## config.mk

```make
export PLATFORM = sky130hd
export DESIGN_NAME = difftest_lrsc_event_arbiter
export DESIGN_NICKNAME = d
export VERILOG_FILES = /design/src/rtl/difftest_lrsc_event_arbiter.sv
export SDC_FILE = /design/constraint.sdc
export NUM_CORES = 1
export LEC_CHECK = 0
export CAP_MARGIN = 15
export CORE_MARGIN = 1
export CORE_UTILIZATION = 40
export DETAILED_ROUTE_END_ITERATION = 16
export PLACE_DENSITY = 0.66
export SLEW_MARGIN = 20
export SYNTH_ARGS = -nofsm -noshare
export SYNTH_HDL_FRONTEND = slang
export SYNTH_SLANG_ARGS = --single-unit
```

## constraint.sdc

```tcl
create_clock -name clock -period 5.45 [get_ports clock]
set_clock_uncertainty 0.2 [all_clocks]
set_input_delay 1.3625 -clock clock [delete_from_list [all_inputs] [get_ports clock]]
set_output_delay 1.3625 -clock clock [all_outputs]
set_load 0.05 [all_outputs]
```

## src/rtl/difftest_lrsc_event_arbiter.sv

```systemverilog
// Buffers per-core LR/SC completion events in small FIFOs and
// serializes them round-robin onto the single LrScEvent sink.
//
// Ports:
//   clock, reset_n     : rising-edge clock, async active-low reset
//   in_valid[N]        : per-core event strobe
//   in_success[N]      : per-core SC success bit, sampled with in_valid
//   flush              : synchronous clear of FIFOs and output register
//   out_ready          : sink accepts the presented event
//   out_enable         : event present (sink enable)
//   out_valid          : mirror of out_enable
//   out_success        : success bit of the presented event
//   out_coreid         : CORE_BASE + source core index (8-bit)
//   overflow[N]        : sticky per-core dropped-event flag
//   drop_cnt[N*CNT_W]  : per-core saturating drop counters
module difftest_lrsc_event_arbiter #(
  parameter int NUM_CORES  = 4,
  parameter int FIFO_DEPTH = 4,
  parameter int CORE_BASE  = 0,
  parameter int CNT_W      = 8
) (
  input  logic                       clock,
  input  logic                       reset_n,
  input  logic [NUM_CORES-1:0]       in_valid,
  input  logic [NUM_CORES-1:0]       in_success,
  input  logic                       flush,
  input  logic                       out_ready,
  output logic                       out_enable,
  output logic                       out_valid,
  output logic                       out_success,
  output logic [7:0]                 out_coreid,
  output logic [NUM_CORES-1:0]       overflow,
  output logic [NUM_CORES*CNT_W-1:0] drop_cnt
);

  localparam int PW = $clog2(FIFO_DEPTH);
  localparam int CW = PW + 1;
  localparam int RW = $clog2(NUM_CORES);

  // FIFO storage and pointers, one set per core
  logic [FIFO_DEPTH-1:0] r_mem [NUM_CORES];
  logic [PW-1:0]         r_wp  [NUM_CORES];
  logic [PW-1:0]         r_rp  [NUM_CORES];
  logic [CW-1:0]         r_cnt [NUM_CORES];
  logic [CNT_W-1:0]      r_drop[NUM_CORES];
  logic [NUM_CORES-1:0]  r_ovf;

  // Round-robin pointer and output register
  logic [RW-1:0] r_rr;
  logic          r_out_en;
  logic          r_out_succ;
  logic [7:0]    r_out_id;

  logic [NUM_CORES-1:0] w_empty;
  logic [NUM_CORES-1:0] w_full;
  logic [NUM_CORES-1:0] w_push;
  logic [NUM_CORES-1:0] w_pop;
  logic [NUM_CORES-1:0] w_drop;
  logic                 w_load;
  logic                 w_found;
  logic [RW-1:0]        w_idx;
  logic                 w_head;

  function automatic logic [RW-1:0] f_wrap(input int v);
    return RW'(v % NUM_CORES);
  endfunction

  always_comb begin
    for (int i = 0; i < NUM_CORES; i++) begin
      w_empty[i] = (r_cnt[i] == '0);
      w_full[i]  = (r_cnt[i] == CW'(FIFO_DEPTH));
    end
  end

  // Output register takes a new event when empty or being consumed
  assign w_load = !r_out_en || out_ready;

  // First non-empty FIFO at or after the round-robin pointer
  always_comb begin
    w_found = 1'b0;
    w_idx   = '0;
    for (int k = 0; k < NUM_CORES; k++) begin
      if (!w_found && !w_empty[f_wrap(int'(r_rr) + k)]) begin
        w_found = 1'b1;
        w_idx   = f_wrap(int'(r_rr) + k);
      end
    end
  end

  assign w_head = r_mem[w_idx][r_rp[w_idx]];

  // A full FIFO still accepts a push when its head leaves this cycle
  always_comb begin
    for (int i = 0; i < NUM_CORES; i++) begin
      w_pop[i]  = !flush && w_load && w_found &&
                  (w_idx == RW'(i));
      w_push[i] = !flush && in_valid[i] &&
                  (!w_full[i] || w_pop[i]);
      w_drop[i] = !flush && in_valid[i] &&
                  w_full[i] && !w_pop[i];
    end
  end

  always_ff @(posedge clock or negedge reset_n) begin
    if (!reset_n) begin
      for (int i = 0; i < NUM_CORES; i++) begin
        r_mem[i]  <= '0;
        r_wp[i]   <= '0;
        r_rp[i]   <= '0;
        r_cnt[i]  <= '0;
        r_drop[i] <= '0;
      end
      r_ovf <= '0;
    end else begin
      for (int i = 0; i < NUM_CORES; i++) begin
        if (flush) begin
          r_wp[i]  <= '0;
          r_rp[i]  <= '0;
          r_cnt[i] <= '0;
        end else begin
          if (w_push[i]) begin
            r_mem[i][r_wp[i]] <= in_success[i];
            r_wp[i] <= r_wp[i] + PW'(1);
          end
          if (w_pop[i]) begin
            r_rp[i] <= r_rp[i] + PW'(1);
          end
          unique case ({w_push[i], w_pop[i]})
            2'b10:   r_cnt[i] <= r_cnt[i] + CW'(1);
            2'b01:   r_cnt[i] <= r_cnt[i] - CW'(1);
            default: ;
          endcase
        end
        if (w_drop[i]) begin
          r_ovf[i] <= 1'b1;
          if (r_drop[i] != '1) begin
            r_drop[i] <= r_drop[i] + CNT_W'(1);
          end
        end
      end
    end
  end

  always_ff @(posedge clock or negedge reset_n) begin
    if (!reset_n) begin
      r_rr       <= '0;
      r_out_en   <= 1'b0;
      r_out_succ <= 1'b0;
      r_out_id   <= '0;
    end else if (flush) begin
      r_out_en   <= 1'b0;
      r_out_succ <= 1'b0;
      r_out_id   <= '0;
    end else if (w_load) begin
      r_out_en <= w_found;
      if (w_found) begin
        r_out_succ <= w_head;
        r_out_id   <= 8'(CORE_BASE + int'(w_idx));
        r_rr       <= f_wrap(int'(w_idx) + 1);
      end else begin
        r_out_succ <= 1'b0;
        r_out_id   <= '0;
      end
    end
  end

  assign out_enable  = r_out_en;
  assign out_valid   = r_out_en;
  assign out_success = r_out_succ;
  assign out_coreid  = r_out_id;
  assign overflow    = r_ovf;

  always_comb begin
    for (int i = 0; i < NUM_CORES; i++) begin
      drop_cnt[i*CNT_W +: CNT_W] = r_drop[i];
    end
  end

endmodule

```

=== Word level (Yosys, flattened, before mapping) ===
Index checks and enable logic that the tools add are counted.

* Register bits after elaboration: 92
* Bits of input ports: 12
* Output and inout bits: 47
* Logic and storage cells: 231

* Add/subtract/negate cells: 24
* Order comparisons: 14
* Eq/ne operators: 19
* Muxes and demuxes: 68
* Bitwise logic cells: 2
* Reduce and logical (&&, ||, !) cells: 76

{| class="wikitable"
|+ Operators by type and width
! operator !! count
|-
| two-way mux 2 bit || 23
|-
| adder 8 x 1 -> 8 bit, second input constant || 4
|-
| inequality test 8 bit, second input constant || 4
|-
| logical AND 1 bit || 29
|-
| < comparator 2 x 3 -> 1 bit, second input constant || 9
|-
| one-hot mux 3 bit (2 select lines) || 4
|-
| adder 2 x 1 -> 2 bit, second input constant || 10
|-
| two-way mux 1 bit || 18
|-
| nonzero test 2 bit || 9
|-
| bitwise mux 4 bit || 4
|-
| two-way mux 8 bit || 2
|-
| AND reduction 2 bit || 8
|-
| logical NOT 1 bit || 15
|-
| adder 3 x 1 -> 3 bit, second input constant || 4
|-
| == test 2 bit, second input constant || 6
|-
| == test 3 bit, second input constant || 4
|-
| logical NOT 3 bit || 4
|-
| two-way mux 3 bit || 4
|-
| nonzero test 3 bit || 4
|-
| subtractor 3 x 1 -> 3 bit, second input constant || 4
|-
| binary-select mux 1 bit (select 2 bit) || 5
|-
| == test 2 x 1 -> 1 bit, second input constant || 5
|-
| binary-select mux 4 bit (select 2 bit) || 1
|-
| demux 1 bit (select 2 bit) || 4
|-
| other kinds (10) || 19
|}

=== Depth between registers and ports, before layout ===
* Depth after elaboration: 21
* Depth in mapped cells: 11
* Gate-level depth less buffers: 9

=== Worst setup path before layout ===
OpenSTA, ideal clock, no wires.

* Path kind: input to register
* Start point: input out_ready
* End point: register r_cnt[2] (netlist name)
* Setup time: 125 ps
* Arrival: 3156 ps
* Required time: 5125 ps
* Slack: 1969 ps
* Cell stages on the path: 9
* Buffers on the path: 1
* Path through: nand2b_1 > nand2_1 > or2_2 > clkbuf_1 > nor4_1 > fa_1 > and3_1 > nor3_1 > a2111oi_0

* Cells in the longest elaborated chain, start to end: 9
* Elaborated cells on any way between the ends: 11
* Those cells by class: 2 x eq/ne; 2 x mux; 7 x reduce/logical

{| class="wikitable"
|+ RTL lines
! element !! line !! source
|-
| from (decl) || 27 || <nowiki>input logic out_ready,</nowiki>
|-
| logical OR 1 bit * || 76 || <nowiki>assign w_load = !r_out_en || out_ready;</nowiki>
|-
| logical AND 1 bit * (3 in series) || 95 || <nowiki>w_pop[i] = !flush && w_load && w_found &&</nowiki>
|-
| logical OR 1 bit || 98 || <nowiki>(!w_full[i] || w_pop[i]);</nowiki>
|-
| logical AND 1 bit || 97 || <nowiki>w_push[i] = !flush && in_valid[i] &&</nowiki>
|-
| == test 2 x 1 -> 1 bit or == test 2 bit (tied branches) || 128 || <nowiki>unique case ({w_push[i], w_pop[i]})</nowiki>
|-
| one-hot mux 3 bit (2 select lines) || 128 ||
|-
| two-way mux 3 bit || 116 || <nowiki>if (flush) begin</nowiki>
|-
| to (signal, indexed assignment) || 129 || <nowiki>2'b10: r_cnt[i] <= r_cnt[i] + CW'(1);</nowiki>
|-
| to (signal, indexed assignment) || 130 || <nowiki>2'b01: r_cnt[i] <= r_cnt[i] - CW'(1);</nowiki>
|-
| to (decl) || 44 || <nowiki>logic [CW-1:0] r_cnt [NUM_CORES];</nowiki>
|}

Mark *: on every way between the ends. The rest lies on a longest branch, timed or not.
A chain may end at the register's enable or synchronous reset.

=== Worst setup path in the final report ===
Ends and elaborated chain as after synthesis.

==> results.json <==
{
  "status": "completed",
  "power_mw": 2.90,
  "path_delay_family": "simple AND/OR/NAND/NOR gates",
  "cts.repair.resized": 0,
  "dr.pass1.iters": 4,
  "rows": 39,
  "grt_pass1_wl_um": 16300,
  "fmax_ghz": 0.264,
  "filler_cell_count": 1055,
  "placed_area_um2": 5290,
  "drc_errors": 0,
  "tns_ns": 0,
  "path_buf_inv": 1,
  "drt-initial-drc-count": 202,
  "grt_overflow": 0,
  "synth_seq_area_share_pct": 46.2,
  "antenna_found_initial": 0,
  "area.sequential_um2": 2150,
  "grt_pass1_vias": 3386,
  "p_leak_nw": 2.47,
  "grtUsageTotal_pct": 17.4,
  "hold_violations": 0,
  "synthTopCellsByArea": "dfrtp_1 (46%), xnor2_1 (5.8%), ha_1 (5.4%), nand2_1 (4.9%), mux2_2 (3.4%)",
  "boundaryPins": 59,
  "hp-class": "flop to flop",
  "synth_xor_xnor_area_share_pct": 8.47,
  "die_y_um": 110,
  "worst_slack_ns": 1.66,
  "syn_area_um2": 4650,
  "cts_tree": "yes",
  "dp.cells": 630,
  "start_util_pct": 40.9,
  "crit_required_ns": 5.46,
  "p_seq_share_pct": 32.8,
  "power_density_nw_per_um2": 517,
  "design_area_um2": 5610,
  "synth_top_area_share_pct": 46.2,
  "cts-hold-fix-buffers": 0,
  "cpPeakStageDelay_ns": 0.45,
  "synth_fa_ha_area_share_pct": 7.10,
  "p_int_mw": 1.69,
  "fin_crit_sh_pct": 69.6,
  "whs_ns": 0.270,
  "setup_violations": 0,
  "insertion_delay_ns": 0.34,
  "h-tree-depth": 3,
  "dp.final_hpwl_um": 6840,
  "ys_async_sr_fraction_pct": 100,
  "viasPerCell": 5.25,
  "synth.mux.area_fraction_pct": 6.35,
  "yosysUniqueCellTypes": 58,
  "portBuffers": 52,
  "synth.most_common_cell": "dfrtp_1",
  "fin_nets": 534,
  "clk_transition_reported_paths_ns": 0.06,
  "place_ws_ns": 1.31,
  "postLayoutCoreUtil_pct": 49.3,
  "antenna_cells": 0,
  "synth_top_family_by_area": "simple AND/OR/NAND/NOR gates",
  "path_cells": "clkdlybuf4s50_1 > nand2b_1 > nand2_1 > or2_2 > nor4_1 > fa_1 > and3_1 > nor3_1 > a2111oi_0",
  "cts_setup_buffers": 0,
  "wl_per_cell_um": 14.7,
  "relSlewSlack_pct": 47.4,
  "synth_area_per_cell_um2": 10.5,
  "drt-total-wl_um": 9510,
  "multiInputGateArea_um2": 2360,
  "yosysTopAreaCell": "dfrtp_1",
  "synthTopCellsByCount": "dfrtp_1 (86), nand2_1 (61), nor2_1 (36), xnor2_1 (31), ha_1 (20)",
  "cts_max_path_buffers": 2,
  "cap_violations": 0,
  "numCtsBuffers": 9,
  "path_class": "primary input to flop",
  "combPwrFrac_pct": 45.0,
  "start_kind": "primary input",
  "end_kind": "flop",
  "power.switching_mw": 1.21,
  "cp.arrival_ns": 3.80,
  "cts-root-buf": "clkbuf_16",
  "ys_warn_count": 0,
  "slowest_stage": "clkdlybuf4s50_1",
  "ys.flop_type": "dfrtp_1",
  "slew_viol_final": 0,
  "synth_compound_area_share_pct": 11.1,
  "rsz0062_at_grt": "false",
  "cp_max_fo": 9,
  "p_sw_share_pct": 41.8,
  "stdcell_count": 646,
  "layout-drive-gt1-share_pct": 10.1,
  "gp_congestion": 0.815,
  "num_vias": 3390,
  "tightest_slew_ns": 0.789,
  "clockPowerShare_pct": 22.2,
  "core_area_um2": 11400,
  "synth-simple-area-share_pct": 17.3,
  "period_needed_ns": 3.79,
  "grt_max_degree": 87,
  "ir_drop_mv": 0.272,
  "die-area_um2": 12100,
  "netlist_instances": 445,
  "synth_edf_count": 0,
  "cts.sinks": 86,
  "area_growth_syn_to_layout_pct": 20.5,
  "die_x_um": 110,
  "ys_seq_elements": 86,
  "ant_nets": 0
}
[path summary, 6_finish.rpt]
| path | depth (start not counted) | end | slack, ns | from |
|---|---|---|---|---|
| setup / recovery | 9 | r_cnt[2]$_DFFE_PN0P_ | 1.66 | out_ready |
| setup reg to reg | 8 | r_cnt[2]$_DFFE_PN0P_ | 1.96 | r_cnt[9]$_DFFE_PN0P_ |
| min in group asynchronous | 1 | r_mem[13]$_DFFE_PN0P_ | 0.88 | reset_n |
| max in group asynchronous | 1 | r_cnt[4]$_DFFE_PN0P_ | 3.63 | reset_n |
| hold reg to reg | 1 | overflow[3]$_DFFE_PN0P_ | 0.27 | overflow[3]$_DFFE_PN0P_ |
| hold / removal | 1 | overflow[3]$_DFFE_PN0P_ | 0.27 | overflow[3]$_DFFE_PN0P_ |
[flip-flops by register name, summed over array words and instances (netlist names)]
signal       flops
r_wp             8
overflow         4
out_success      1
r_cnt           12
out_coreid       2
out_enable       1
drop_cnt        32
r_rr             2
r_mem           16
r_rp             8
[layout by cell type, fill, tap and decap left out, drive strengths merged, types with 10 or more instances in the layout]
master	count
a21oi	10
clkbuf	12
clkdlybuf4s50	51
dfrtp	86
ha	20
inv	17
mux2	20
nand2	61
nand3	11
nand4	13
nor2	36
nor3	14
xnor2	31
xor2	14
[cell type report]
class                           count  area share, %
Tap cell                          143           3.19
Inverter                           16           1.07
Timing Repair Buffer               54           9.57
Multi-Input combinational cell    331           42.1
Sequential cell                    86           38.4
Clock inverter                      4          0.937
Clock buffer                       12           4.75
[cell families after synthesis]
kind of cell    after synthesis
other cells                   1
xor+xnor                     45
compound gates               66
fa+ha+maj                    24
simple gates                163
buf+inv                      33
flops                        86
mux                          27
[power groups by stage]
stage | Combinational, mW | Clock [mW] | Sequential [mW]
after floorplan | 0.852 | 0 | 1.08
after global placement | 1.27 | 0 | 0.956
after detailed placement | 1.30 | 0 | 0.963
after CTS | 1.31 | 0.659 | 0.952
after global routing | 1.43 | 0.690 | 0.977
final | 1.30 | 0.643 | 0.951
[routing by layer]
metal | vias up | track usage (%) | wire length [um]
li1 | 1659 | - | -
met1 | 1663 | 24.1 | 4560
met2 | 59 | 27.1 | 4460
met3 | 9 | 3.20 | 352
met4 | 0 | 6.57 | 140
met5 | - | 0 | 0
Power figures use the tool's default switching activity.
